File: src/rtl/chromakey_pipe_if.sv
// Video-path bundle for chromakey_pipe: foreground/background pixels, syncs,
// frame-shadowed key configuration, composited output and frame statistics.
interface chromakey_pipe_if #(
  parameter int CW    = 4,
  parameter int MW    = 4,
  parameter int CNT_W = 19
);
  logic             de_in;
  logic             hsync_in;
  logic             vsync_in;
  logic             en;
  logic [1:0]       key_sel;
  logic [MW-1:0]    margin;
  logic             blend_en;
  logic [CW-1:0]    fg_r, fg_g, fg_b;
  logic [CW-1:0]    bg_r, bg_g, bg_b;
  logic [CW-1:0]    out_r, out_g, out_b;
  logic             de_out;
  logic             hsync_out;
  logic             vsync_out;
  logic [CNT_W-1:0] key_count;
  logic             key_count_valid;

  modport master (
    output de_in, hsync_in, vsync_in, en, key_sel, margin, blend_en,
           fg_r, fg_g, fg_b, bg_r, bg_g, bg_b,
    input  out_r, out_g, out_b, de_out, hsync_out, vsync_out,
           key_count, key_count_valid
  );

  modport slave (
    input  de_in, hsync_in, vsync_in, en, key_sel, margin, blend_en,
           fg_r, fg_g, fg_b, bg_r, bg_g, bg_b,
    output out_r, out_g, out_b, de_out, hsync_out, vsync_out,
           key_count, key_count_valid
  );
endinterface

File: src/rtl/chromakey_pipe.sv
// Three-stage chroma-key compositor: classify, select/blend, output register.
// Key configuration is latched at each vsync rising edge; keyed pixels are counted per frame.
module chromakey_pipe #(
  parameter int CW    = 4,
  parameter int MW    = 4,
  parameter int CNT_W = 19
) (
  input  logic            clk,
  input  logic            reset,
  chromakey_pipe_if.slave bus
);
  // Compare width leaves headroom for channel + margin without wrap-around.
  localparam int SW = ((CW > MW) ? CW : MW) + 2;

  typedef enum logic [1:0] {KEY_GREEN = 2'd0, KEY_BLUE = 2'd1, KEY_BLACK = 2'd2, KEY_NONE = 2'd3} key_sel_e;
  typedef enum logic [1:0] {CLS_PASS, CLS_EDGE, CLS_FULL} cls_e;

  typedef struct packed {
    logic          en;
    key_sel_e      key_sel;
    logic [MW-1:0] margin;
    logic          blend_en;
  } cfg_t;

  typedef struct packed { logic de; logic hsync; logic vsync; } sync_t;
  typedef struct packed { logic [CW-1:0] r; logic [CW-1:0] g; logic [CW-1:0] b; } rgb_t;

  localparam cfg_t CFG_RESET = '{en: 1'b0, key_sel: KEY_NONE, margin: '0, blend_en: 1'b0};

  logic             vsync_d, vsync_rise;
  cfg_t             shadow, s1_cfg;
  sync_t            s1_sync, s2_sync, s3_sync;
  rgb_t             s1_fg, s1_bg, s2_pix, s3_pix, s2_next;
  cls_e             s1_cls;
  logic [SW-1:0]    r_w, g_w, b_w, m_w, h_w;
  logic             inc;
  logic [CNT_W-1:0] acc, key_count_q;
  logic             valid_q;

  function automatic cls_e dominance(input logic [SW-1:0] d, o1, o2, m, h);
    if (d > o1 + m && d > o2 + m) return CLS_FULL;
    if (d > o1 + h && d > o2 + h) return CLS_EDGE;
    return CLS_PASS;
  endfunction

  function automatic logic [CW-1:0] avg(input logic [CW-1:0] a, b);
    logic [CW:0] s;
    s = {1'b0, a} + {1'b0, b};
    return s[CW:1];
  endfunction

  assign vsync_rise = bus.vsync_in & ~vsync_d;

  // NOTE: sequential state uses non-blocking assignments so every stage samples the previous stage's pre-edge value.
  always_ff @(posedge clk or posedge reset) begin
    if (reset) begin
      vsync_d <= 1'b0;
      shadow  <= CFG_RESET;
      s1_cfg  <= CFG_RESET;
      s1_sync <= '0;
      s1_fg   <= '0;
      s1_bg   <= '0;
      s2_sync <= '0;
      s2_pix  <= '0;
      s3_sync <= '0;
      s3_pix  <= '0;
    end else begin
      vsync_d <= bus.vsync_in;
      if (vsync_rise)
        shadow <= '{en: bus.en, key_sel: key_sel_e'(bus.key_sel), margin: bus.margin, blend_en: bus.blend_en};
      // NOTE: the config travels with the pixel, so a pixel presented on the frame-edge cycle still sees the old shadow.
      s1_cfg  <= shadow;
      s1_sync <= '{de: bus.de_in, hsync: bus.hsync_in, vsync: bus.vsync_in};
      s1_fg   <= '{r: bus.fg_r, g: bus.fg_g, b: bus.fg_b};
      s1_bg   <= '{r: bus.bg_r, g: bus.bg_g, b: bus.bg_b};
      s2_sync <= s1_sync;
      s2_pix  <= s2_next;
      s3_sync <= s2_sync;
      s3_pix  <= s2_sync.de ? s2_pix : '0;
    end
  end

  // NOTE: every variable written here gets a default first so no latch is inferred.
  always_comb begin
    r_w    = SW'(s1_fg.r);
    g_w    = SW'(s1_fg.g);
    b_w    = SW'(s1_fg.b);
    m_w    = SW'(s1_cfg.margin);
    h_w    = m_w >> 1;
    s1_cls = CLS_PASS;
    if (s1_cfg.en) begin
      case (s1_cfg.key_sel)
        KEY_GREEN: s1_cls = dominance(g_w, r_w, b_w, m_w, h_w);
        KEY_BLUE:  s1_cls = dominance(b_w, r_w, g_w, m_w, h_w);
        KEY_BLACK: begin
          if (r_w <= h_w && g_w <= h_w && b_w <= h_w)      s1_cls = CLS_FULL;
          else if (r_w <= m_w && g_w <= m_w && b_w <= m_w) s1_cls = CLS_EDGE;
        end
        default: s1_cls = CLS_PASS;
      endcase
    end
  end

  always_comb begin
    s2_next = s1_fg;
    if (s1_cls == CLS_FULL)
      s2_next = s1_bg;
    else if (s1_cls == CLS_EDGE && s1_cfg.blend_en)
      s2_next = '{r: avg(s1_fg.r, s1_bg.r), g: avg(s1_fg.g, s1_bg.g), b: avg(s1_fg.b, s1_bg.b)};
  end

  assign inc = s1_sync.de && (s1_cls == CLS_FULL);

  always_ff @(posedge clk or posedge reset) begin
    if (reset) begin
      acc         <= '0;
      key_count_q <= '0;
      valid_q     <= 1'b0;
    end else begin
      valid_q <= vsync_rise;
      if (vsync_rise) begin
        key_count_q <= acc;
        acc         <= CNT_W'(inc);
      end else if (inc && acc != '1) begin
        acc <= acc + CNT_W'(1);
      end
    end
  end

  assign bus.out_r           = s3_pix.r;
  assign bus.out_g           = s3_pix.g;
  assign bus.out_b           = s3_pix.b;
  assign bus.de_out          = s3_sync.de;
  assign bus.hsync_out       = s3_sync.hsync;
  assign bus.vsync_out       = s3_sync.vsync;
  assign bus.key_count       = key_count_q;
  assign bus.key_count_valid = valid_q;
endmodule
File: src/flat_wrapper.sv
// flat-port wrapper written by rule: the top's interface ports become plain ports
module chromakey_pipe_flat 
#(
  parameter int CW    = 4,
  parameter int MW    = 4,
  parameter int CNT_W = 19
)
  (clk, reset, bus_de_in, bus_hsync_in, bus_vsync_in, bus_en, bus_key_sel, bus_margin, bus_blend_en, bus_fg_r, bus_fg_g, bus_fg_b, bus_bg_r, bus_bg_g, bus_bg_b, bus_out_r, bus_out_g, bus_out_b, bus_de_out, bus_hsync_out, bus_vsync_out, bus_key_count, bus_key_count_valid);
  chromakey_pipe_if #(.CW(CW), .MW(MW), .CNT_W(CNT_W)) bus_i ();
  input  logic clk;
  input  logic reset;
  input wire logic [$bits(bus_i.de_in)-1:0] bus_de_in;
  input wire logic [$bits(bus_i.hsync_in)-1:0] bus_hsync_in;
  input wire logic [$bits(bus_i.vsync_in)-1:0] bus_vsync_in;
  input wire logic [$bits(bus_i.en)-1:0] bus_en;
  input wire logic [$bits(bus_i.key_sel)-1:0] bus_key_sel;
  input wire logic [$bits(bus_i.margin)-1:0] bus_margin;
  input wire logic [$bits(bus_i.blend_en)-1:0] bus_blend_en;
  input wire logic [$bits(bus_i.fg_r)-1:0] bus_fg_r;
  input wire logic [$bits(bus_i.fg_g)-1:0] bus_fg_g;
  input wire logic [$bits(bus_i.fg_b)-1:0] bus_fg_b;
  input wire logic [$bits(bus_i.bg_r)-1:0] bus_bg_r;
  input wire logic [$bits(bus_i.bg_g)-1:0] bus_bg_g;
  input wire logic [$bits(bus_i.bg_b)-1:0] bus_bg_b;
  output wire logic [$bits(bus_i.out_r)-1:0] bus_out_r;
  output wire logic [$bits(bus_i.out_g)-1:0] bus_out_g;
  output wire logic [$bits(bus_i.out_b)-1:0] bus_out_b;
  output wire logic [$bits(bus_i.de_out)-1:0] bus_de_out;
  output wire logic [$bits(bus_i.hsync_out)-1:0] bus_hsync_out;
  output wire logic [$bits(bus_i.vsync_out)-1:0] bus_vsync_out;
  output wire logic [$bits(bus_i.key_count)-1:0] bus_key_count;
  output wire logic [$bits(bus_i.key_count_valid)-1:0] bus_key_count_valid;
  assign bus_i.de_in = bus_de_in;
  assign bus_i.hsync_in = bus_hsync_in;
  assign bus_i.vsync_in = bus_vsync_in;
  assign bus_i.en = bus_en;
  assign bus_i.key_sel = bus_key_sel;
  assign bus_i.margin = bus_margin;
  assign bus_i.blend_en = bus_blend_en;
  assign bus_i.fg_r = bus_fg_r;
  assign bus_i.fg_g = bus_fg_g;
  assign bus_i.fg_b = bus_fg_b;
  assign bus_i.bg_r = bus_bg_r;
  assign bus_i.bg_g = bus_bg_g;
  assign bus_i.bg_b = bus_bg_b;
  assign bus_out_r = bus_i.out_r;
  assign bus_out_g = bus_i.out_g;
  assign bus_out_b = bus_i.out_b;
  assign bus_de_out = bus_i.de_out;
  assign bus_hsync_out = bus_i.hsync_out;
  assign bus_vsync_out = bus_i.vsync_out;
  assign bus_key_count = bus_i.key_count;
  assign bus_key_count_valid = bus_i.key_count_valid;
  chromakey_pipe #(.CW(CW), .MW(MW), .CNT_W(CNT_W)) u_core (.clk(clk), .reset(reset), .bus(bus_i));
endmodule
File: config.mk
export PLATFORM = sky130hd
export DESIGN_NAME = chromakey_pipe_flat
export DESIGN_NICKNAME = d
export VERILOG_FILES = /design/src/rtl/chromakey_pipe_if.sv /design/src/rtl/chromakey_pipe.sv /design/src/flat_wrapper.sv
export SDC_FILE = /design/constraint.sdc
export NUM_CORES = 1
export LEC_CHECK = 0
export BUFFER_PORTS_ARGS = -buffer_cell sky130_fd_sc_hd__buf_2
export CAP_MARGIN = 15
export CELL_PAD_IN_SITES_DETAIL_PLACEMENT = 1
export CELL_PAD_IN_SITES_GLOBAL_PLACEMENT = 1
export CORE_ASPECT_RATIO = 1.2
export CORE_UTILIZATION = 42
export DETAILED_ROUTE_END_ITERATION = 8
export GPL_ROUTABILITY_DRIVEN = 1
export GPL_TIMING_DRIVEN = 0
export PLACE_DENSITY_LB_ADDON = 0.25
export SETUP_SLACK_MARGIN = 0.02
export SLEW_MARGIN = 40
export SYNTH_ARGS = -nofsm -noshare
export SYNTH_HDL_FRONTEND = slang
export SYNTH_SLANG_ARGS = --single-unit
File: constraint.sdc
create_clock -name clk -period 3.2 [get_ports clk]
set_clock_uncertainty 0.15 [all_clocks]
set_input_delay 0.32 -clock clk [delete_from_list [all_inputs] [get_ports clk]]
set_output_delay 0.32 -clock clk [all_outputs]
set_load 0.005 [all_outputs]
### Yosys cells after proc, flatten, opt, wreduce, memory -nomap -nowiden

Index checks and enable logic that the tools add are counted.

| word-level totals | value |
|---|---|
| input bits | 37 |
| word-level logic and storage cells | 107 |
| ROM bits | 0 |
| bits in writable memories | 0 |
| bits in registers | 112 |
| memories kept | 0 |
| bits in latches | 0 |

| operators by class | value |
|---|---|
| reductions and logical operators | 13 |
| eq/ne operators | 5 |
| muxes and demuxes | 31 |
| bitwise operators | 2 |
| multipliers | 0 |
| $add $sub $neg | 10 |
| shifts and indexed selects | 0 |
| order comparisons | 14 |
| div/mod/pow operators | 0 |

Operator list:

| operator | number |
|---|---|
| greater-than comparator 4 x 6 -> 1 bit | 8 |
| 2-to-1 mux 19 bit | 2 |
| 2-to-1 mux 12 bit | 3 |
| adder 4 x 4 -> 5 bit | 6 |
| 2-to-1 mux 2 bit | 10 |
| adder 19 x 1 -> 19 bit, second input constant | 1 |
| inequality test 19 bit, second input constant | 1 |
| adder 4 x 3 -> 5 bit | 3 |
| 2-to-1 mux 1 bit | 15 |
| <= comparator 4 x 3 -> 1 bit | 3 |
| <= comparator 4 bit | 3 |
| logical AND 1 bit | 11 |
| case mux 2 bit (3 select lines) | 1 |
| == test 2 x 1 -> 1 bit, second input constant | 2 |
| == test 2 bit, second input constant | 2 |
| zero test 2 bit | 1 |
| nonzero test 2 bit | 1 |
| AND 1 bit | 1 |
| inverter 1 bit | 1 |

### Longest topological paths before layout

Gate-level depths: netlist of the first run.

| depth | value |
|---|---|
| depth after elaboration | 18 |
| depth in mapped cells | 17 |
| depth with buffers taken out | 15 |

### Worst setup path after synthesis of the first run

No wires, ideal clock.

| path | value |
|---|---|
| kind | register -> register |
| start | register u_core.s1_cfg, in the netlist u_core.h_w[0] |
| end | register u_core.acc[13] |
| path slack | -0.303 ns |
| arrival | 3.273 ns |
| cell stages (with the launch flop) | 17 |
| setup time | 0.079 ns |
| required time | 2.971 ns |
| buffers on the path | 1 |
| path through | dfrtp_1 > inv_1 > ha_1 > inv_1 > a21oi_1 > nor2_1 > nor2_1 > xnor2_1 > ha_1 > a41oi_1 > o21a_1 > nand4_1 > o31ai_4 > o311ai_4 > buf_4 > nor4_1 > mux2i_1 |

| on the way | value |
|---|---|
| cells in the longest elaborated chain, start to end | 15 |

Ends and longest elaborated chain:

| item | line | text |
|---|---|---|
| start, declared | chromakey_pipe.sv:31 | `cfg_t shadow, s1_cfg;` |
| start signal, assigned | chromakey_pipe.sv:72 | `s1_cfg <= shadow;` |
| adder 4 x 3 -> 5 bit | chromakey_pipe.sv:42 | `if (d > o1 + h && d > o2 + h) return CLS_EDGE;` |
| greater-than comparator 4 x 6 -> 1 bit | chromakey_pipe.sv:42 |  |
| logical AND 1 bit | chromakey_pipe.sv:42 |  |
| 2-to-1 mux 1 bit (2 in a row) | chromakey_pipe.sv:42 |  |
| 2-to-1 mux 1 bit | chromakey_pipe.sv:92 | `case (s1_cfg.key_sel)` |
| 2-to-1 mux 1 bit | chromakey_pipe.sv:91 | `if (s1_cfg.en) begin` |
| 2-to-1 mux 2 bit | chromakey_pipe.sv:43 | `return CLS_PASS;` |
| 2-to-1 mux 2 bit | chromakey_pipe.sv:42 |  |
| case mux 2 bit (3 select lines) (*) | chromakey_pipe.sv:92 |  |
| 2-to-1 mux 2 bit (*) | chromakey_pipe.sv:91 |  |
| == test 2 bit (*) | chromakey_pipe.sv:112 | `assign inc = s1_sync.de && (s1_cls == CLS_FULL);` |
| logical AND 1 bit (*) | chromakey_pipe.sv:112 |  |
| logical AND 1 bit (*) | chromakey_pipe.sv:124 | `end else if (inc && acc != '1) begin` |
| nonzero test 2 bit (no line) (*) | - |  |
| end signal, assigned | chromakey_pipe.sv:123 | `acc <= CNT_W'(inc);` |
| end signal, assigned | chromakey_pipe.sv:125 | `acc <= acc + CNT_W'(1);` |
| end, declared | chromakey_pipe.sv:37 | `logic [CNT_W-1:0] acc, key_count_q;` |

Mark *: on every way between the ends. The rest lies on a longest branch, timed or not. The select of a mux whose other input is x is not followed.
A chain may end at the register's enable or synchronous reset.

### Worst setup path in the final report of the first run

| path | value |
|---|---|
| start | register u_core.s1_cfg, in the netlist u_core.h_w[0] |
| end | register u_core.acc[7] |

The elaborated chain is that of the path after synthesis.

==> out/results.tsv, run 1 <==
metric	value	unit
final net count	911	
commonest non-fill, non-tap cell in the layout	nand2_1	
clock-pin slew on the worst setup and hold paths	0.08	ns
clock sinks	112	
Post-synth ARST share	1.00	
Total GRT Usage	0.259	
syn avg cell area	10.1	um2
Static Leak	4.03	nW
failing checks	negative setup slack	
Unique masters post-synth	67	
first-pass GRT wire length	31.8	mm
most frequent cells in the layout	nand2_1 (101), dfrtp_1 (97), buf_2 (71)	
Core Rows	49	
CTS tree	yes	
die height	138	um
vias	5410	
synthesized instance count	640	
synth warn	0	
max cap viols	0	
worst-margin pin slew	0.694	ns
Mapped Area	6480	um2
startpoint types	flip-flop	
VDD IR max	328	uV
max-slew violations	0	
Synth Flop Type	dfrtp_1	
crit path DAT	3.82	ns
Tcrit/Tclk final	1.15	
post-route ant nets	0	
Post-Route WL	19.6	mm
worst skew pair latency	0.36	ns
Max Root-Sink Buffers	2	
clock tree root buffer cell	clkbuf_16	
Placed Cells	919	
RSZ-0062 raised after global routing	true	
DRT iter0 DRCs	237	
initial antenna violation count	0	
Period minus WS final	3.68	ns
Final Non-Filler Cells	998	
full die area	15900	um2
P&R area growth vs syn	30.9	%
drt drc	0	
number of global-route vias before repair	6250	
Power Density	460	nW/um2
setup violators final	31	
post-detail-place hpwl	13.3	mm
via/cell ratio	5.42	
share of layout cells above drive strength 1	0.282	
Synth Register Bits	112	
CP endpoint kind	flip-flop	
Max transition margin	0.537	
setup slack after layout	-0.483	ns
Hold WC Path Type	input port to flip-flop	
number of flops mapped to enable cells by yosys	0	
placed inst area	7290	um2
Worst EP required	3.34	ns
sequential share of the synthesized area	0.433	
GR Overflow Total	0	
CTS buffer count	9	
post-synth net total	762	
io pins	72	
RePlAce Congestion	0.844	
Hold Violations, Final	0	
PortBufs	71	
drt pass-1 iters	4	
Initial Util	0.431	
status	finished with violations	
die width	115	um
Core Box Area	15000	um2
largest net degree at the start of global routing	29	
max frequency	272	MHz
Design Area, Final	8480	um2
Finished Core Util	0.565	
crit-path max FO	5	
H-tree depth	3	
routed len/inst	19.6	um
n_diodes	0	
Setup CP Type	flip-flop to flip-flop	
-- final timing paths --
check / start / end / slack, ns / cells after the start
min in group asynchronous: reset / u_core.shadow[3]$_DFFE_PP0P_ / 0.41 / 3
max reg2reg: u_core.h_w[0]$_DFF_PP0_ / u_core.acc[7]$_DFFE_PP0P_ / -0.48 / 12
min reg2reg: u_core.s2_sync[0]$_DFF_PP0_ / u_core.bus.vsync_out$_DFF_PP0_ / 0.21 / 0
max: u_core.h_w[0]$_DFF_PP0_ / u_core.acc[7]$_DFFE_PP0P_ / -0.48 / 12
min: bus_key_sel[0] / u_core.shadow[5]$_DFFE_PP1P_ / 0.002 / 3
max in group asynchronous: reset / u_core.g_w[0]$_DFF_PP0_ / 1.58 / 6
-- cell usage after synthesis (5+ instances only) --
master | count | area (um2)
dfrtp_1 | 108 | 2700
nand2_1 | 101 | 379
ha_1 | 78 | 976
inv_1 | 47 | 176
a21oi_1 | 36 | 180
nand4_1 | 22 | 138
nor2_1 | 22 | 82.6
and2_1 | 17 | 106
o21ai_0 | 13 | 65.1
clkbuf_1 | 12 | 45.0
xor2_1 | 12 | 105
nand3_1 | 10 | 50.1
nor2b_1 | 10 | 62.6
o21ai_1 | 10 | 50.1
or3_1 | 10 | 62.6
o21a_1 | 8 | 60.1
fa_1 | 7 | 140
nand2b_1 | 7 | 43.8
o211ai_1 | 7 | 52.6
xnor2_1 | 7 | 61.3
a311oi_2 | 6 | 90.1
and3_1 | 5 | 31.3
-- timing repair --
action                                  4_1_cts  5_1_grt
pin swaps                                    36       16
hold buffers                                 30        0
hold endpoints to repair                     50        0
endpoints found under the setup margin       31       31
setup buffers                                25        7
cloned                                        0        1
resized for setup                            36       38
-- state kept, by name (all words and copies together), names as in the netlist, 2 cells and up --
signal and cells:
u_core.s1_cfg 4, u_core.shadow 8, u_core.r_w 4, u_core.s1_bg 12
u_core.g_w 4, u_core.s2_pix 12, u_core.bus.out_g 4, u_core.acc 19
u_core.s1_sync 2, u_core.bus.out_b 4, u_core.s2_sync 3, u_core.h_w 3
u_core.bus.key_count 19, u_core.bus.out_r 4, u_core.b_w 4
-- logic make-up (layout without fill, tap and decap cells) --
group                      Yosys count  after routing  share of synthesized area
adders and majority gates           90             90                      0.181
DFF                                112            112                      0.433
buffers and inverters               70            224                     0.0462
xor gates and xnor gates            19             19                     0.0257
muxes                                4              4                    0.00618
and+or+nand+nor                    222            222                      0.168
AOI/OAI and AO/OA                  123            123                      0.140
-- layout make-up --
class                   instances  area (um2)
fillers                      1636        6540
plain buffers                  21         176
inverters                      49         199
clock inverters                 6        61.3
clock buffers                  10         239
well taps                     204         255
multi-input cells             458        3680
repair buffers                138        1040
flip-flops and latches        112        2830
-- power by group --
group,switching (mW),total [mW],internal [mW]
combinational,0.611,1.15,0.538
clock,0.581,1.15,0.570
sequential,0.0853,1.60,1.52
-- layer usage --
metal / up-vias / GRT usage / share of wire
met5: - / 0 / 0
met4: 0 / 0.100 / 0.029
met3: 44 / 0.0465 / 0.030
met2: 120 / 0.474 / 0.54
met1: 2725 / 0.293 / 0.40
li1: 2521 / - / -
-- worst max-delay path, stage by stage (launching register included) --
cell	delay (ns)
dfrtp_4	0.54
buf_4	0.16
fa_2	0.36
xor2_1	0.17
ha_1	0.33
a41oi_2	0.21
o21a_1	0.18
nand4_1	0.18
o31ai_4	0.35
o311ai_4	0.19
buf_4	0.18
or4b_4	0.48
a21oi_2	0.14
-- through the flow --
step	setup WS, ns	setup TNS, ns	hold slack, ns	total power [mW]
floorplan	-0.137	-1.99	0.181	2.27
global placement	-0.751	-14.92	0.183	2.48
detailed placement	-0.862	-16.89	0.190	2.56
CTS	-0.444	-11.18	0.00615	3.82
global route	-0.605	-14.98	0.0224	4.11
finish	-0.483	-11.77	0.00193	3.90
Power figures use the tool's default switching activity.
==> inputs of run 2 (changes only) <==
- ABC_AREA: not set -> 1
- CORE_UTILIZATION: 42 -> 40
==> run 2 against run 1 <==
  * The flow still finishes with violations (negative setup slack)
  * Maximum frequency is 13% higher
  * Final cell count is 17% higher
  * Clock power is 3% lower
  * Critical path type unchanged
  * Critical endpoint is now u_core.acc[14]$_DFFE_PP0P_
  * Highest routed layer unchanged
==> out/results.tsv, run 2 <==
metric	value	unit	change
failing checks	negative setup slack		
crit path DAT	3.40	ns	-0.42 ns
P&R area growth vs syn	26.4	%	
Period minus WS final	3.25	ns	-0.432 ns
CTS buffer count	9		unchanged
max cap viols	0		unchanged
Synth Register Bits	112		unchanged
Unique masters post-synth	36		-46%
sequential share of the synthesized area	0.417		-0.0163
placed inst area	7460	um2	+2.3%
CTS tree	yes		
Hold WS	0.0186	ns	+0.0166 ns
via/cell ratio	5.05		-6.8%
Worst Setup SP	u_core.h_w[1]$_DFF_PP0_		
VDD IR max	290	uV	-12%
R2R setup slack	-0.05	ns	+0.43 ns
Core Box Area	16300	um2	+8.8%
final net count	1069		+17%
Static Leak	4.43	nW	+10%
crit-path max FO	5		unchanged
setup violators final	18		-42%
max-slew violations	0		unchanged
most frequent cells after synthesis	nand2_1 (215), dfrtp_1 (108), inv_1 (92)		
Mapped Area	6730	um2	+3.9%
drt drc	0		unchanged
Design Area, Final	8510	um2	+0.34%
CP endpoint kind	flip-flop		
setup TNS	-0.538	ns	+11.24 ns
die width	120	um	+4.4%
first-pass GRT wire length	31.3	mm	-1.4%
post-synth net total	932		+22%
PortBufs	71		unchanged
clock sinks	112		unchanged
Post-Route WL	19.4	mm	-1.1%
io pins	72		unchanged
post-route ant nets	0		unchanged
Max Root-Sink Buffers	2		unchanged
Initial Util	0.412		-0.0192
worst skew pair latency	0.36	ns	about the same
critical hold path startpoint	bus_margin[1]		
Hold WC Path Type	input port to flip-flop		
most frequent cells in the layout	nand2_1 (193), dfrtp_1 (100), inv_1 (86)		
RePlAce Congestion	0.848		+0.55%
Post-synth ARST share	1.00		unchanged
Power Density	489	nW/um2	+6.3%
startpoint types	flip-flop		
Total GRT Usage	0.235		-0.0240
Max transition margin	0.634		+0.0969
largest cells by area after synthesis	dfrtp_1 (40%), ha_1 (14%), nand2_1 (12%)		
die height	144	um	+4.4%
number of flops mapped to enable cells by yosys	0		unchanged
Finished Core Util	0.521		-0.0437
H-tree depth	3		unchanged
largest net degree at the start of global routing	27		-6.9%
share of the synthesized area in the top cell type	0.401		-0.0157
synth warn	0		unchanged
fillers	2004		+22%
full die area	17400	um2	+9.0%
vias	5881		+8.7%
Worst EP required	3.35	ns	about the same
Synth Flop Type	dfrtp_1		
status	finished with violations		
clock-pin slew on the worst setup and hold paths	0.08	ns	about the same
setup slack after layout	-0.0502	ns	+0.432 ns
Core Rows	51		+4.1%
initial antenna violation count	0		unchanged
GR Overflow Total	0		unchanged
clock tree root buffer cell	clkbuf_16		
Setup CP Type	flip-flop to flip-flop		
syn avg cell area	8.31	um2	-18%
share of layout cells above drive strength 1	0.213		-0.0689
Tcrit/Tclk final	1.02		-0.135
most common cell in the synthesized netlist	nand2_1		
Hold Violations, Final	0		unchanged
post-detail-place hpwl	13.9	mm	+4.7%
max frequency	308	MHz	+13%
number of global-route vias before repair	6228		-0.35%
drt pass-1 iters	4		unchanged
worst r2r src	u_core.h_w[1]$_DFF_PP0_		
RSZ-0062 raised after global routing	true		
synthesized instance count	810		+27%
worst-margin pin slew	0.548	ns	-0.146 ns
DRT iter0 DRCs	175		-26%
n_diodes	0		unchanged
Synth area leader	dfrtp_1		
routed len/inst	16.7	um	-15%
commonest non-fill, non-tap cell in the layout	nand2_1		
total chip power	4.16	mW	+6.7%
run 2: worst max-delay path, cell delays in order, from the launching register on:
cell	delay, ns
dfrtp_2	0.42
clkinvlp_4	0.20
ha_4	0.33
inv_2	0.04
a221oi_2	0.28
xor2_1	0.11
ha_1	0.32
nand2_2	0.06
o21bai_1	0.15
nand2_1	0.07
nand3_1	0.09
nor2_2	0.18
nand3_2	0.11
nand3_4	0.11
nand4_4	0.14
nand2_4	0.17
buf_8	0.15
nand2_4	0.05
nand2_2	0.06
run 2: worst paths after layout:
check                                                       to  cells after the start
max                                 u_core.acc[14]$_DFFE_PP0P_                     18
min                               u_core.shadow[2]$_DFFE_PP0P_                      3
max reg2reg                         u_core.acc[14]$_DFFE_PP0P_                     18
min reg2reg                        u_core.s2_sync[1]$_DFF_PP0_                      0
max in group asynchronous         u_core.shadow[5]$_DFFE_PP1P_                      5
min in group asynchronous  u_core.bus.key_count[7]$_DFFE_PP0P_                      3
run 2: metal layers:
metal  vias to the layer above  wire length (um)  part of all wire  GRT usage
met2                        77             10400              0.54      0.449
met1                      2928              8290              0.43      0.274
met4                         0               276             0.014     0.0695
met5                         -                 0                 0          0
met3                        16               415             0.021     0.0288
li1                       2860                 -                 -          -
run 2: repair_timing:
| item | CTS | global route |
|---|---|---|
| endpoints found under the setup margin | 31 | 30 |
| gates cloned | 1 | 1 |
| hold endpoints to repair | 43 | 0 |
| setup buffers | 17 | 4 |
| pin swaps | 9 | 21 |
| gates resized for setup | 39 | 44 |
| hold buffers | 28 | 0 |
run 2: area by class of cell:
cell class | instances | area, um2 | area share
Timing Repair Buffer | 126 | 956 | 0.112
Buffer | 19 | 126 | 0.0149
Clock buffer | 10 | 229 | 0.0269
Inverter | 98 | 382 | 0.0448
Tap cell | 212 | 265 | 0.0312
Multi-Input combinational cell | 581 | 3670 | 0.431
Clock inverter | 6 | 61.3 | 0.00720
Sequential cell | 112 | 2820 | 0.332
run 2: kinds of logic after synthesis:
| group | count (synthesis) | share of synthesized area |
|---|---|---|
| DFF | 112 | 0.417 |
| and+or+nand+nor | 396 | 0.252 |
| AOI/OAI and AO/OA | 71 | 0.0593 |
| adders and majority gates | 85 | 0.166 |
| xor gates and xnor gates | 29 | 0.0377 |
| buffers and inverters | 117 | 0.0686 |
run 2: stage by stage:
step                std cells  worst slack, ns
floorplan                 810           0.0713
detailed placement       1097           -0.770
CTS                      1159           0.0191
global route             1164           -0.220
finish                   1164          -0.0502
global placement         1093           -0.745
run 2: report_power, final:
group          internal, mW  switching, mW  leakage (nW)
combinational         0.549          0.760          2.92
sequential             1.59          0.150          1.38
clock                 0.548          0.564         0.138
